[config.mk]
export PLATFORM = sky130hd
export DESIGN_NAME = fifo_uart_tx
export DESIGN_NICKNAME = d
export VERILOG_FILES = /design/src/rtl/fifo_uart_tx.sv
export SDC_FILE = /design/constraint.sdc
export NUM_CORES = 1
export LEC_CHECK = 0
export CAP_MARGIN = 20
export CORE_MARGIN = 2
export CORE_UTILIZATION = 40
export DETAILED_ROUTE_END_ITERATION = 10
export SYNTH_ARGS = -nofsm -noshare
export SYNTH_HDL_FRONTEND = slang
export SYNTH_SLANG_ARGS = --single-unit
[constraint.sdc]
create_clock -name clk -period 5.82 [get_ports clk]
set_input_delay 1.164 -clock clk [delete_from_list [all_inputs] [get_ports clk]]
set_output_delay 1.164 -clock clk [all_outputs]
set_load 0.005 [all_outputs]
[src/rtl/fifo_uart_tx.sv]
// Pops 3-bit words from an upstream FIFO and transmits each as an ASCII digit over UART.
// Define FIFO_UART_TX_PARITY_EN for 8E1 framing; the default build sends 8N1.
module fifo_uart_tx #(
    parameter int CLKS_PER_BIT = 1250,
    parameter int DATA_W       = 3
) (
    input  logic              clk,
    input  logic              rst,
    input  logic              tx_en,
    input  logic              fifo_empty,
    input  logic [DATA_W-1:0] fifo_dout,
    output logic              fifo_rd,
    output logic              txd,
    output logic              busy,
    output logic [7:0]        sent_cnt
);

    typedef enum logic [2:0] {
        S_IDLE  = 3'd0,
        S_POP   = 3'd1,
        S_LOAD  = 3'd2,
        S_START = 3'd3,
        S_DATA  = 3'd4,
`ifdef FIFO_UART_TX_PARITY_EN
        S_PAR   = 3'd5,
`endif
        S_STOP  = 3'd6
    } state_t;

    localparam logic [15:0] BIT_LAST = 16'(CLKS_PER_BIT - 1);

    function automatic logic [7:0] ascii_digit(input logic [DATA_W-1:0] w);
        return 8'h30 + 8'(w);
    endfunction

`ifdef FIFO_UART_TX_PARITY_EN
    function automatic logic even_parity(input logic [7:0] d);
        return ^d;
    endfunction
`endif

    state_t      state_q, state_d;
    logic [15:0] timer_q, timer_d;
    logic [2:0]  bit_idx_q, bit_idx_d;
    logic [7:0]  shift_q, shift_d;
    logic [7:0]  cnt_q, cnt_d;
    logic        txd_q, txd_d;
    logic        rd_q;
    logic        busy_q;
    logic        rdy_q;
    logic        bit_done;
`ifdef FIFO_UART_TX_PARITY_EN
    logic        par_q, par_d;
`endif

    assign bit_done = (timer_q == BIT_LAST);

    // Next-state, bit timing and serial-line value for the following cycle.
    always_comb begin
        state_d   = state_q;
        timer_d   = timer_q;
        bit_idx_d = bit_idx_q;
        shift_d   = shift_q;
        cnt_d     = cnt_q;
        txd_d     = 1'b1;
`ifdef FIFO_UART_TX_PARITY_EN
        par_d     = par_q;
`endif
        case (state_q)
            S_IDLE: begin
                // rdy_q holds off the first pop until the second edge after reset
                if (rdy_q && tx_en && !fifo_empty) begin
                    state_d = S_POP;
                end else begin
                    state_d = S_IDLE;
                end
            end
            S_POP: begin
                state_d = S_LOAD;
            end
            S_LOAD: begin
                shift_d   = ascii_digit(fifo_dout);
`ifdef FIFO_UART_TX_PARITY_EN
                par_d     = even_parity(shift_d);
`endif
                timer_d   = 16'd0;
                bit_idx_d = 3'd0;
                state_d   = S_START;
            end
            S_START: begin
                if (bit_done) begin
                    timer_d = 16'd0;
                    state_d = S_DATA;
                end else begin
                    timer_d = timer_q + 16'd1;
                end
            end
            S_DATA: begin
                if (bit_done) begin
                    timer_d = 16'd0;
                    if (bit_idx_q == 3'd7) begin
`ifdef FIFO_UART_TX_PARITY_EN
                        state_d = S_PAR;
`else
                        state_d = S_STOP;
`endif
                    end else begin
                        bit_idx_d = bit_idx_q + 3'd1;
                        shift_d   = {1'b0, shift_q[7:1]};
                    end
                end else begin
                    timer_d = timer_q + 16'd1;
                end
            end
`ifdef FIFO_UART_TX_PARITY_EN
            S_PAR: begin
                if (bit_done) begin
                    timer_d = 16'd0;
                    state_d = S_STOP;
                end else begin
                    timer_d = timer_q + 16'd1;
                end
            end
`endif
            S_STOP: begin
                if (bit_done) begin
                    timer_d = 16'd0;
                    cnt_d   = cnt_q + 8'd1;
                    state_d = S_IDLE;
                end else begin
                    timer_d = timer_q + 16'd1;
                end
            end
            default: begin
                state_d = S_IDLE;
            end
        endcase

        // txd is decoded from the next state so the register lines up with the state
        case (state_d)
            S_START: txd_d = 1'b0;
            S_DATA:  txd_d = shift_d[0];
`ifdef FIFO_UART_TX_PARITY_EN
            S_PAR:   txd_d = par_q;
`endif
            default: txd_d = 1'b1;
        endcase
    end

    // State and output registers.
    always_ff @(posedge clk or posedge rst) begin
        if (rst) begin
            state_q   <= S_IDLE;
            timer_q   <= 16'd0;
            bit_idx_q <= 3'd0;
            shift_q   <= 8'd0;
            cnt_q     <= 8'd0;
            txd_q     <= 1'b1;
            rd_q      <= 1'b0;
            busy_q    <= 1'b0;
            rdy_q     <= 1'b0;
`ifdef FIFO_UART_TX_PARITY_EN
            par_q     <= 1'b0;
`endif
        end else begin
            state_q   <= state_d;
            timer_q   <= timer_d;
            bit_idx_q <= bit_idx_d;
            shift_q   <= shift_d;
            cnt_q     <= cnt_d;
            txd_q     <= txd_d;
            rd_q      <= (state_d == S_POP);
            busy_q    <= (state_d != S_IDLE);
            rdy_q     <= 1'b1;
`ifdef FIFO_UART_TX_PARITY_EN
            par_q     <= par_d;
`endif
        end
    end

    assign fifo_rd  = rd_q;
    assign txd      = txd_q;
    assign busy     = busy_q;
    assign sent_cnt = cnt_q;

endmodule

==> results.ini <==
[outcome]
outcome=finished clean

[floorplanning]
dieHeight_um=77.0
io_pins=18
row_count=26
start_util_pct=41.5
core-area_mm2=0.00514
die_w_um=77.0
fp.dieArea_mm2=0.00593

[drt]
first_iter_violations=75
ant_nets=0
routed-via-count=1567
wire_per_inst_um=13.4
drtPass1Iterations=4
drt-total-wl_um=4050
avgViaCountPerCell=5.17
drc=0

[synthesis]
seq_area_frac_synth_pct=48.2
synthCells=216
synthFlopType=dfrtp_1
synth_nets=228
ys_types=47
synth_edf_count=0
synth_area_mm2=0.00213
synth_warnings=0
ys_seq_elements=41
syn_avg_cell_area_um2=9.88
async_reset_ff_share_pct=100

[final_layout]
area_delta_synth_final_pct=14.4
regArea_mm2=0.00103
final_common_cell=dfrtp_1
fin_nets=244
nFillCells=528
drive_gt1_share_pct=9.87
num_antenna_cells=0
mostFrequentLayoutCells=dfrtp_1, nand2_1, nor2_1, clkdlybuf4s50_1, nand3_1
multi_input_area_mm2=0.00104

[clock_network]
worstSkewPairLatency_ns=0.30
postCtsSetupBuffers=0
path_clk_slew_ns=0.08
cts.sinks=41
cts.path.max_buffers=2
cts_tree=built
hold_buffers=0
htree_levels=2
cts-root-buf=clkbuf_8
cts.repair.resized=0
cts_buffers=5

[sta]
finalCritPeriodShare_pct=44.0
hold_viol=0
finalSetupViolations=0
rsz0062_at_grt=false
maxSlewHeadroom_pct=39.1
drv_slew=0
finClkSkew_ns=0.00706
fmax_ghz=0.390
setup-tns-final_ns=0
tightest_slew_ns=0.906
fin_crit_ns=2.56

[global_route]
grt.overflow.total=0
grt_start_max_net_pins=42
antenna_found_initial=0
grt_pass1_wl_um=7200
track_usage_pct=15.0
grt_pass1_vias=1552

[hold_path]
hold_class=reg -> reg

[placed_design]
finalWeightedCongestion=0.822
hpwl_um=2830
io_buffers=17

[setup_path]
start_kind=register
arrival_ns=2.80
cp.required_ns=6.05
crit_type=reg -> reg
path_max_fanout=12
cp-end-kind=register

[power]
vdd_drop_max_mv=0.177
p_leak_nw=1.08
finalPower_mw=0.711
powerDensity_mw_per_mm2=291

[job]
cap_violations=0

[routing by layer]
metal  routed length (µm)  global-route usage (%)
met1                 2080                    20.7
met2                 1770                    22.9
met3                  126                    3.41
met4                   67                    5.89
met5                    0                       0
[Yosys cell counts (2+ instances only)]
library cell  instances  area share [%]
clkbuf_1              5            0.88
dfrtp_1              40              47
nor4_1                2            0.59
nand2_1              26             4.6
mux2i_1               2            0.94
o21ai_0               7             1.6
nand3_1              11             2.6
nand4_1               4             1.2
inv_1                 6             1.1
xnor2_1               9             3.7
nor2_1               20             3.5
a21o_1                8             2.8
and3_1                4             1.2
nor2b_1               2            0.59
mux2_2                2             1.1
nor3_1                6             1.4
buf_2                 2            0.47
a221o_1               2            0.94
ha_1                  5             2.9
o31ai_1               2            0.70
and2_1                2            0.59
nand3b_1              2            0.70
nand2b_1              3            0.88
or4_4                 2             1.1
a2111oi_0             2            0.82
xor2_1                8             3.3
a21oi_1              10             2.3
a22o_1                2            0.82
a2111oi_2             2             1.4
[sequential cells by signal, indices dropped and copies added, names as in the netlist]
signal and count:
bit_idx_q 3, busy 1, fifo_rd 1, rdy_q 1, sent_cnt 8, shift_q 7, state_q 3, timer_q 16
txd 1
[cell type report]
type                    count  area share [%]
multi-input cells         160            42.6
repair buffers             18            7.28
clock inverters             3           0.718
flip-flops and latches     41            42.1
inverters                   6           0.923
clock buffers               5            2.82
well taps                  70            3.59
[power by group]
group          internal (mW)  switching, mW  total (mW)
Combinational         0.0779         0.0888       0.167
Clock                 0.0828          0.102       0.185
Sequential             0.318         0.0409       0.359
[critical path, stage by stage (launching register included)]
cell and delay, ns:
dfrtp_1 0.42, inv_1 0.09, ha_1 0.14, or3b_2 0.49
nor4_2 0.77, a2111oi_0 0.24, o2111ai_1 0.21, nor2b_1 0.15
[per-stage QoR]
stage	area, µm²	instances	hold WS (ns)	setup WS (ns)	util, %
6_report	2440	303	0.467	3.26	47.5
5_1_grt	2440	303	0.490	2.99	47.5
4_1_cts	2440	303	0.472	3.28	47.5
3_5_place_dp	2350	295	0.459	3.28	45.8
2_1_floorplan	2130	216	0.449	3.71	-
3_3_place_gp	2350	295	0.455	3.32	45.8
[kinds of logic after synthesis]
logic type / after synthesis / share of synthesized area (%)
flip-flops: 41 / 48.2
adder cells (fa/ha/maj): 5 / 2.93
other: 1 / 0.176
AND/OR/NAND/NOR: 93 / 23.3
AO/OA/AOI/OAI: 40 / 13.4
buffers and inverters: 15 / 3.11
XOR/XNOR: 17 / 6.98
multiplexers: 4 / 1.99
[final timing paths]
path,slack (ns),cells after the start,startpoint,endpoint
min in group asynchronous,1.29,3,rst,state_q[2]
hold reg to reg,0.47,1,sent_cnt[7],sent_cnt[7]
hold / removal,0.47,1,sent_cnt[7],sent_cnt[7]
setup reg to reg,3.26,7,timer_q[1],txd
setup / recovery,3.26,7,timer_q[1],txd
max in group asynchronous,4.17,3,rst,txd
No activity file was read; power rests on OpenSTA's default activity.
